[src/rtl/word_serializer_p.sv]
// word_serializer_p: WORD_W-to-LANE_W serializer with a one-word pending buffer on clk_4f.
// Lane order is MSB-first unless WORDSER_LSB_FIRST_EN is defined, which gives LSB-first.
module word_serializer_p #(
    parameter int WORD_W = 32,
    parameter int LANE_W = 8
) (
    input  logic              clk_4f,
    input  logic              reset,
    input  logic              valid_in,
    input  logic [WORD_W-1:0] Data_in,
    output logic              ready_out,
    output logic              valid_out,
    output logic [LANE_W-1:0] data_out,
    output logic              last_out,
    output logic              busy_out
);
    localparam int NUM_LANES = WORD_W / LANE_W;
    localparam int CW = NUM_LANES > 1 ? $clog2(NUM_LANES) : 1;

    if (WORD_W % LANE_W != 0 || NUM_LANES < 1) begin : g_bad_widths
        $error("word_serializer_p: WORD_W must be a positive multiple of LANE_W");
    end

    logic [WORD_W-1:0] r_word, r_pend;
    logic [CW-1:0]     r_cnt;
    logic              r_act, r_pend_v;
    logic              w_acc, w_emit, w_last;
    logic [WORD_W-1:0] w_src;
    logic [CW-1:0]     w_idx;
    logic [LANE_W-1:0] w_lane;

    function automatic logic [LANE_W-1:0] lane(input logic [WORD_W-1:0] w, input logic [CW-1:0] i);
`ifdef WORDSER_LSB_FIRST_EN
        return w[LANE_W*int'(i) +: LANE_W];
`else
        return w[WORD_W-LANE_W-LANE_W*int'(i) +: LANE_W];
`endif
    endfunction

    assign ready_out = !r_pend_v & !reset;
    assign busy_out  = r_act | r_pend_v;
    assign w_acc     = valid_in & ready_out;

    // Source priority: active word, then pending word, then a bypassing input word.
    always_comb begin
        w_emit = r_act | r_pend_v | w_acc;
        w_src  = r_act ? r_word : (r_pend_v ? r_pend : Data_in);
        w_idx  = r_act ? r_cnt : '0;
        w_last = w_idx == CW'(NUM_LANES-1);
        w_lane = lane(w_src, w_idx);
    end

    always_ff @(posedge clk_4f or posedge reset) begin
        if (reset) begin
            r_word    <= '0;
            r_pend    <= '0;
            r_cnt     <= '0;
            r_act     <= 1'b0;
            r_pend_v  <= 1'b0;
            valid_out <= 1'b0;
            data_out  <= '0;
            last_out  <= 1'b0;
        end else begin
            valid_out <= w_emit;
            data_out  <= w_emit ? w_lane : '0;
            last_out  <= w_emit & w_last;
            if (w_emit) begin
                r_word <= w_src;
                r_cnt  <= w_last ? '0 : w_idx + 1'b1;
                r_act  <= !w_last;
            end
            if (r_act & w_acc) begin
                r_pend   <= Data_in;
                r_pend_v <= 1'b1;
            end else if (!r_act) begin
                r_pend_v <= 1'b0;
            end
        end
    end
endmodule

[config.mk]
export PLATFORM = sky130hd
export DESIGN_NAME = word_serializer_p
export DESIGN_NICKNAME = d
export VERILOG_FILES = /design/src/rtl/word_serializer_p.sv
export SDC_FILE = /design/constraint.sdc
export NUM_CORES = 1
export LEC_CHECK = 0
export ABC_CLOCK_PERIOD_IN_PS = 3410
export CORE_UTILIZATION = 55
export DETAILED_ROUTE_END_ITERATION = 6
export GPL_TIMING_DRIVEN = 1
export PLACE_DENSITY = 0.8
export RECOVER_POWER = 25
export SLEW_MARGIN = 20
export SYNTH_ARGS = -nofsm -noshare
export SYNTH_HDL_FRONTEND = slang
export SYNTH_SLANG_ARGS = --single-unit
[constraint.sdc]
create_clock -name clk_4f -period 3.41 [get_ports clk_4f]
set_input_delay 0.682 -clock clk_4f [delete_from_list [all_inputs] [get_ports clk_4f]]
set_output_delay 0.682 -clock clk_4f [all_outputs]
set_load 0.02 [all_outputs]
==> run_results.csv, run 1 <==
group,metric,value,unit
placement,io_buffer_count,46,
grt,first_global_vias,2162,
sta,relSlewSlack,19.5,%
sta,report.final.slew_viol_count,0,
route,dr_total_vias,2094,
critical_path,cp-end-kind,"output pin",
cts,cts_tree,"yes",
synth,synth-async-reset-ratio,100,%
synth,yosysSeqAreaShare,55.5,%
cts,clockRootBuffer,"clkbuf_8",
route,drtIter0Drc,109,
outcome,status,"finished clean",
cts,post_cts_resized,0,
sta,fin_tns_setup,0,ns
pwr,switchingPower,0.00124,W
floorplanning,dieArea,6720,µm²
synth,syn_avg_cell_area,14.1,µm²
sta,tightest_slew,1.21,ns
critical_path,r2r.worst_path.cells,3,
floorplanning,die_w,82.0,µm
critical_path,cp_top_family,"buffers and inverters",
placement,postPlaceCellArea,4040,µm²
sta,fin_crit,2.71,ns
floorplanning,start_util,58.3,%
synth,synth_top_flop_cell,"dfrtp_1",
synth,netlist_top_cells_count,"mux2_2, dfrtp_1, mux2i_1",
route,drt_pass1_iterations,4,
critical_path,crit_path_start_kind,"input pin",
pwr,switching_share,32.2,%
synth,synth_nets,286,
floorplanning,die_y,82.0,µm
critical_path,rr_startpoint,"r_cnt[1]$_DFFE_PP0P_",
critical_path,cp.depth,3,
sta,finalSetupViolCount,0,
critical_path,arrival,2.03,ns
final_layout,final_area,4230,µm²
critical_path,cp.required,2.73,ns
critical_path,r2r_end,"r_cnt[1]$_DFFE_PP0P_",
synth,synth_most_common_cell,"mux2_2",
critical_path,cpPeakStageDelay,0.62,ns
cts,clock_path_buffers,2,
grt,grtUsageTotal,22.3,%
hold_path,hold_class,"reg2reg",
pwr,power.internal,0.00261,W
final_layout,post-route-util,70.1,%
pwr,clockPowerShare,17.3,%
floorplanning,std_cell_rows,28,
final_layout,n_antenna_cell,0,
synth,synthCells,250,
sta,max_freq,369,MHz
critical_path,crit_path_end,"ready_out",
pwr,pwr-share-comb,39.4,%
critical_path,r2r_slack,1.65,ns
pwr,vdd_ir_drop_max,0.000500,V
grt,grt_max_degree,49,
cts,postCtsSetupBuffers,0,
synth,synth_area,3520,µm²
floorplanning,core,6030,µm²
cts,cts_buffers,9,
sta,fin_crit_sh,79.4,%
grt,gr-total-overflow,0,
placement,dp_hpwl,4180,µm
cts,htreeDepth,3,
grt,antenna_found_initial,0,
sta,clock-skew-final,0.0103,ns
sta,finalHoldViolCount,0,
final_layout,drive_above_1_share,34.4,%
cts,clk_latency,0.35,ns
synth,ys_top_cells_by_area,"dfrtp_1, mux2_2, mux2i_1",
cts,clock-sinks,78,
cts,cts_hold_buf,0,
job,cap_violations,0,
route,drtAntennaViolNets,0,
critical_path,setup.worst_path.class,"in2out",
pwr,power.density,910,nW/µm²
floorplanning,num_io_pins,47,
synth,yosysTopAreaCellShare,55.5,%
critical_path,crit_chain,"dlygate4sd3_1 > nor2_1 > clkdlybuf4s50_1",
cts,clk_pin_slew_worst_paths,0.08,ns
sta,rsz0062_at_grt,"no",
placement,gp_congestion,0.737,
route,wl,6380,µm
grt,grt_pass1_wl,10700,µm
critical_path,slowest_stage,"clkdlybuf4s50_1",
synth,synth_seq_cells,78,
pwr,p_seq_share,43.3,%
final_layout,syn2layout_area_growth,20.2,%
synth,synth_warnings,0,
route,vias_per_cell,5.60,
synth,synth_edf_count,0,
final_layout,nets,331,
critical_path,cp_num_buf_inv,2,
synth,synth.distinct_cells,29,
critical_path,critPathLaunch,"reset",
route,routedWlPerCell,17.1,µm
synth,yosys.area.top_type,"dfrtp_1",
pwr,power_leakage,1.79,nW
route,drcViolationCount,0,
critical_path,critPathMaxFanout,4,
-- power by group through the flow --
stage	Combinational, W	Clock [W]	Sequential, W
2_1_floorplan	0.00115	0	0.00162
3_3_place_gp	0.00149	0	0.00165
3_5_place_dp	0.00152	0	0.00168
4_1_cts	0.00154	0.000680	0.00166
5_1_grt	0.00166	0.000717	0.00172
6_report	0.00152	0.000664	0.00166
-- cell usage in the layout (no fill, tap or decap), drive strengths merged --
master,instances
buf,4
inv,12
clkbuf,11
o21a,1
nor2b,2
bufinv,1
mux2,88
clkinvlp,1
clkinv,2
a21oi,2
o22ai,1
nand2b,2
nor2,1
o221ai,7
dlygate4sd3,1
a211oi,1
nand3,1
mux2i,15
o21ai,7
a31oi,1
nand2,2
a32oi,1
and2,2
dfrtp,78
nor3,1
ha,1
a221oi,1
o211ai,7
clkdlybuf4s50,45
-- layout make-up --
| type | count | area [µm²] |
|---|---|---|
| clock buffers | 11 | 141 |
| multi-input cells | 144 | 1430 |
| flip-flops and latches | 78 | 1950 |
| repair buffers | 50 | 515 |
| clock inverters | 4 | 47.5 |
| fillers | 430 | 1800 |
| well taps | 75 | 93.8 |
| inverters | 12 | 45.0 |
-- flip-flops by register name, summed over array words and instances (netlist names) --
signal,cells
data_out,8
last_out,1
r_act,1
r_cnt,2
r_pend,32
r_pend_v,1
r_word,32
valid_out,1
-- metrics by stage --
stage / cells / total power [W] / hold WS [ns] / setup slack, ns
after floorplan: 250 / 0.00277 / 0.452 / 0.733
after global placement: 359 / 0.00314 / 0.461 / 0.838
after detailed placement: 359 / 0.00320 / 0.468 / 0.798
after CTS: 374 / 0.00388 / 0.487 / 0.792
after global routing: 374 / 0.00410 / 0.500 / 0.635
final: 374 / 0.00385 / 0.487 / 0.702
-- cells by family (layout without fill, tap and decap cells) --
logic type / count (synthesis) / count (layout) / synth area share [%]
AOI/OAI and AO/OA: 29 / 29 / 5.91
adders and majority gates: 1 / 1 / 0.356
buffers and inverters: 28 / 77 / 3.77
DFF: 78 / 78 / 55.5
muxes: 103 / 103 / 32.5
and+or+nand+nor: 11 / 11 / 1.99
-- per-layer routing --
metal / wire, µm / share of wire (%) / vias to the layer above / global-route usage (%)
met5: 0 / 0 / - / 0
met4: 127 / 2.0 / 0 / 9.47
met3: 312 / 4.9 / 13 / 6.00
met2: 2920 / 46 / 48 / 33.6
met1: 3010 / 47 / 1046 / 30.4
li1: - / - / 987 / -
-- worst min path at each step --
stage,cells past startpoint,to,startpoint
floorplan,1,r_pend[16]$_DFFE_PP0P_,r_pend[16]$_DFFE_PP0P_
global placement,1,r_pend[22]$_DFFE_PP0P_,r_pend[22]$_DFFE_PP0P_
detailed placement,1,r_pend[22]$_DFFE_PP0P_,r_pend[22]$_DFFE_PP0P_
CTS,1,r_pend[22]$_DFFE_PP0P_,r_pend[22]$_DFFE_PP0P_
global route,1,r_pend[22]$_DFFE_PP0P_,r_pend[22]$_DFFE_PP0P_
finish,1,r_pend[22]$_DFFE_PP0P_,r_pend[22]$_DFFE_PP0P_
No activity file was read; power rests on OpenSTA's default activity.
==> run 2, diff against run 1 <==
- ABC_CLOCK_PERIOD_IN_PS: 3410 -> 2500
- clock period: 3.41 -> 2.5 ns (I/O delays scaled with it)
==> run_results.csv, run 2 (synthesized netlist as in run 1, its figures left out) <==
group,metric,value,unit
sta,max_freq,428,MHz
sta,clock-skew-final,0.0107,ns
placement,place_inst,363,
grt,first_global_vias,2114,
final_layout,drive_above_1_share,34.8,%
cts,postCtsSetupBuffers,0,
cts,clock_path_buffers,2,
critical_path,crit_path_start_kind,"input pin",
final_layout,top_regs,"r_pend (32), r_word (32), data_out (8)",
floorplanning,core,6030,µm²
critical_path,r2r_slack,0.87,ns
cts,cts_buffers,9,
cts,clk_pin_slew_worst_paths,0.07,ns
critical_path,cp_top_family,"buffers and inverters",
route,drtAntennaViolNets,0,
pwr,power.density,1220,nW/µm²
route,drcViolationCount,0,
final_layout,n_antenna_cell,0,
final_layout,nets,335,
grt,grtUsageTotal,22.2,%
floorplanning,std_cell_rows,28,
sta,report.final.slew_viol_count,0,
cts,cts_hold_buf,0,
route,routedWlPerCell,17.1,µm
cts,clock-sinks,78,
route,wl,6440,µm
final_layout,layout_common_cells,"mux2_2, dfrtp_1, clkdlybuf4s50_1",
route,wl_met2,3130,µm
critical_path,cp.depth,3,
sta,tightest_slew,1.07,ns
route,highest_layer,"met4",
critical_path,cpPeakStageDelay,0.62,ns
critical_path,slowest_stage,"clkdlybuf4s50_1",
grt,gr-total-overflow,0,
grt,grt_pass1_wl,10600,µm
floorplanning,num_io_pins,47,
critical_path,cp-end-kind,"output pin",
final_layout,finalNonFillerCells,377,
critical_path,cp.required,2.00,ns
route,drt_pass1_iterations,4,
pwr,vdd_ir_drop_max,0.000675,V
sta,fin_crit,2.33,ns
critical_path,cp_num_buf_inv,2,
route,dr_total_vias,2119,
route,vias_per_cell,5.62,
sta,rsz0062_at_grt,"no",
hold_path,hold_class,"reg2reg",
sta,hold-worst-slack,0.484,ns
cts,clockRootBuffer,"clkbuf_8",
critical_path,setup.worst_path.class,"in2out",
floorplanning,dieArea,6720,µm²
sta,finalHoldViolCount,0,
critical_path,crit_path_end,"ready_out",
grt,antenna_found_initial,0,
route,route.met3.wl,247,µm
cts,htreeDepth,3,
critical_path,r2r.worst_path.cells,4,
route,drtIter0Drc,105,
critical_path,r2r_end,"r_pend[4]$_DFFE_PP0P_",
final_layout,layout_commonest_cell,"mux2_2",
critical_path,crit_chain,"dlygate4sd3_1 > nor2_1 > clkdlybuf4s50_1",
final_layout,fillers,431,
route,wl_met1,2960,µm
final_layout,syn2layout_area_growth,20.5,%
placement,io_buffer_count,46,
hold_path,holdPathStages,1,
floorplanning,die_y,82.0,µm
placement,gp_congestion,0.793,
sta,fin_tns_setup,0,ns
sta,relSlewSlack,28.5,%
critical_path,critPathLaunch,"reset",
critical_path,critPathMaxFanout,4,
sta,finalSetupViolCount,0,
floorplanning,die_w,82.0,µm
outcome,status,"finished clean",
cts,post_cts_resized,0,
placement,dp_hpwl,4480,µm
sta,fin_crit_sh,93.4,%
floorplanning,start_util,58.3,%
cts,cts_tree,"yes",
cts,clk_latency,0.34,ns
job,cap_violations,0,
pwr,power_leakage,1.80,nW
critical_path,rr_startpoint,"r_pend_v$_DFFE_PP0P_",
grt,grt_max_degree,33,
critical_path,arrival,1.83,ns
==> run 2: changes by cell type in the layout (fill, tap and decap cells not counted), sizes merged <==
cell / change
buf: +4
clkbuf: +1
bufinv: -1
clkinvlp: -1
==> run 2: area by class of cell <==
cell class / instances / area (µm²) / share of cell area, %
sequential: 78 / 1950 / 46.1
timing repair buffer: 54 / 558 / 13.2
multi-input combinational: 144 / 1430 / 33.8
tap: 75 / 93.8 / 2.22
inverter: 12 / 45.0 / 1.06
clock buffer: 12 / 145 / 3.43
clock inverter: 2 / 10.0 / 0.236
==> run 2: layer usage <==
metal	GRT usage [%]	vias up
li1	-	994
met1	30.9	1066
met2	33.6	49
met3	4.11	10
met4	10.7	0
met5	0	-
==> run 2: worst min-delay path by stage <==
stage	from	to	slack, ns
finish	r_pend[6]$_DFFE_PP0P_	r_pend[6]$_DFFE_PP0P_	0.48
detailed placement	r_pend[6]$_DFFE_PP0P_	r_pend[6]$_DFFE_PP0P_	0.47
global route	r_pend[31]$_DFFE_PP0P_	r_pend[31]$_DFFE_PP0P_	0.50
CTS	r_pend[6]$_DFFE_PP0P_	r_pend[6]$_DFFE_PP0P_	0.49
floorplan	r_pend[16]$_DFFE_PP0P_	r_pend[16]$_DFFE_PP0P_	0.45
global placement	r_pend[6]$_DFFE_PP0P_	r_pend[6]$_DFFE_PP0P_	0.46
==> run 2: where the power goes <==
| part | internal (W) | switching [W] |
|---|---|---|
| clock network | 0.000374 | 0.000412 |
| logic | 0.00121 | 0.000936 |
| registers | 0.00190 | 0.000337 |
==> run 2: stage by stage <==
stage | util (%) | setup slack [ns] | cell area, µm² | total power (W)
2_1_floorplan | - | 0.00497 | 3520 | 0.00378
3_3_place_gp | 67.7 | 0.295 | 4080 | 0.00431
3_5_place_dp | 67.7 | 0.259 | 4080 | 0.00441
4_1_cts | 70.3 | 0.257 | 4240 | 0.00520
5_1_grt | 70.3 | 0.110 | 4240 | 0.00549
6_report | 70.3 | 0.165 | 4240 | 0.00516
==> run 3, diff against run 2 <==
- DONT_BUFFER_PORTS: unset -> 1
- GPL_ROUTABILITY_DRIVEN: unset -> 0
- PLACE_DENSITY: 0.8 -> 0.7
- SLEW_MARGIN: 20 -> 25
==> run_results.csv, run 3 (synthesized netlist as in run 1, its figures left out) <==
group,metric,value,unit
cts,htreeDepth,3,
final_layout,final_area,3780,µm²
critical_path,cp.required,2.00,ns
sta,fin_tns_setup,0,ns
sta,finalHoldViolCount,0,
route,drcViolationCount,0,
critical_path,crit_chain,"inv_1 > nand2_1",
pwr,switchingPower,0.00166,W
sta,clock-skew-final,0.00927,ns
pwr,clockPowerShare,18.0,%
placement,dpl_worst_slack,0.520,ns
pwr,vdd_ir_drop_max,0.000704,V
route,wl_met1,2920,µm
critical_path,cp_top_family,"flip-flops",
critical_path,crit_path_start_kind,"register",
cts,cts_buffers,9,
critical_path,slowest_stage,"dfrtp_1",
critical_path,cp_num_buf_inv,1,
final_layout,finalNonFillerCells,332,
cts,clock_path_buffers,2,
route,drtIter0Drc,134,
critical_path,setup.worst_path.class,"reg2out",
pwr,pwr-share-comb,35.7,%
grt,grtUsageTotal,21.1,%
floorplanning,core,6030,µm²
floorplanning,start_util,58.3,%
grt,grt_max_degree,42,
route,wl_met2,2810,µm
route,drtAntennaViolNets,0,
floorplanning,die_y,82.0,µm
final_layout,fillers,474,
final_layout,n_antenna_cell,0,
pwr,p_seq_share,46.3,%
grt,antenna_found_initial,0,
route,highest_layer,"met4",
final_layout,layout_commonest_cell,"mux2_2",
sta,rsz0062_at_grt,"no",
placement,postPlaceCellArea,3600,µm²
sta,setup_slack,0.449,ns
placement,place_inst,317,
grt,grt_pass1_wl,10000,µm
outcome,status,"finished with violations",
cts,clk_latency,0.35,ns
cts,clock-sinks,78,
grt,first_global_vias,1987,
final_layout,drive_above_1_share,42.0,%
critical_path,cpPeakStageDelay,0.74,ns
floorplanning,num_io_pins,47,
final_layout,top_regs,"r_pend (32), r_word (32), data_out (8)",
job,cap_violations,1,
cts,cts_hold_buf,0,
critical_path,cp-end-kind,"output pin",
critical_path,r2r.worst_path.cells,4,
placement,dp_hpwl,4180,µm
sta,tightest_slew,1.71,ns
route,dr_total_vias,1944,
route,route.met3.wl,299,µm
pwr,switching_share,32.9,%
cts,clk_pin_slew_worst_paths,0.08,ns
final_layout,layout_common_cells,"mux2_2, dfrtp_1, mux2i_1",
final_layout,regArea,1950,µm²
cts,post_cts_resized,0,
floorplanning,die_w,82.0,µm
pwr,power.internal,0.00340,W
route,routedWlPerCell,18.6,µm
sta,fin_crit_sh,82.1,%
final_layout,multi_input_area,1430,µm²
sta,relSlewSlack,-14.7,%
final_layout,nets,289,
critical_path,cp.depth,2,
sta,fin_crit,2.05,ns
sta,max_freq,487,MHz
route,wl,6190,µm
final_layout,post-route-util,62.8,%
route,vias_per_cell,5.86,
route,drt_pass1_iterations,4,
placement,io_buffer_count,0,
critical_path,arrival,1.55,ns
pwr,power.density,1340,nW/µm²
floorplanning,dieArea,6720,µm²
sta,report.final.slew_viol_count,38,
hold_path,hold_class,"in2reg",
hold_path,holdPathStages,1,
outcome,violations,"capacitance limit, slew limit",
floorplanning,std_cell_rows,28,
cts,clockRootBuffer,"clkbuf_8",
pwr,power_leakage,1.62,nW
sta,finalSetupViolCount,0,
cts,cts_tree,"yes",
critical_path,critPathMaxFanout,14,
grt,gr-total-overflow,0,
final_layout,syn2layout_area_growth,7.65,%
cts,postCtsSetupBuffers,0,
## run 3: changes by cell type in the layout (fill, tap and decap cells not counted), sizes merged
cell | before | now
inv | 12 | 11
dlygate4sd3 | 1 | 0
clkinvlp | 0 | 2
clkbuf | 12 | 11
bufinv | 0 | 1
clkdlybuf4s50 | 45 | 0
## run 3: cell type report
type,instances,area share (%)
multi-input cells,144,37.8
clock inverters,4,1.26
inverters,12,1.22
flip-flops and latches,78,51.6
clock buffers,11,3.74
well taps,75,2.48
repair buffers,8,1.92
## run 3: per-layer routing
metal / track usage (%) / vias to the layer above
li1: - / 918
met4: 11.2 / 0
met3: 5.11 / 11
met1: 29.1 / 971
met5: 0 / -
met2: 30.5 / 44
## run 3: final timing paths
path	from	end	slack, ns
worst max-delay path	r_pend_v$_DFFE_PP0P_	busy_out	0.45
worst min-delay path	Data_in[6]	r_pend[6]$_DFFE_PP0P_	0.28
max in group asynchronous	reset	r_word[10]$_DFFE_PP0P_	1.22
min in group asynchronous	reset	data_out[1]$_DFF_PP0_	0.45
worst min register to register	r_pend[8]$_DFFE_PP0P_	r_pend[8]$_DFFE_PP0P_	0.48
worst max register to register	r_pend_v$_DFFE_PP0P_	r_word[9]$_DFFE_PP0P_	0.50
## run 3: worst register-to-register path, stage by stage, from the launching register on
cell     delay [ns]
dfrtp_1        0.74
inv_1          0.22
a21oi_2        0.16
buf_4          0.36
mux2_2         0.41
## run 3: power groups by stage
stage / Clock, W / Sequential [W] / Combinational, W
final: 0.000913 / 0.00234 / 0.00181
after CTS: 0.000936 / 0.00234 / 0.00183
after floorplan: 0 / 0.00221 / 0.00157
after detailed placement: 0 / 0.00237 / 0.00182
after global routing: 0.000989 / 0.00243 / 0.00198
after global placement: 0 / 0.00234 / 0.00179
## run 3: metrics by stage
step / total power [W] / hold slack (ns)
after global placement: 0.00413 / 0.462
after detailed placement: 0.00419 / 0.472
after global routing: 0.00540 / 0.272
after floorplan: 0.00378 / 0.452
final: 0.00506 / 0.284
after CTS: 0.00511 / 0.127
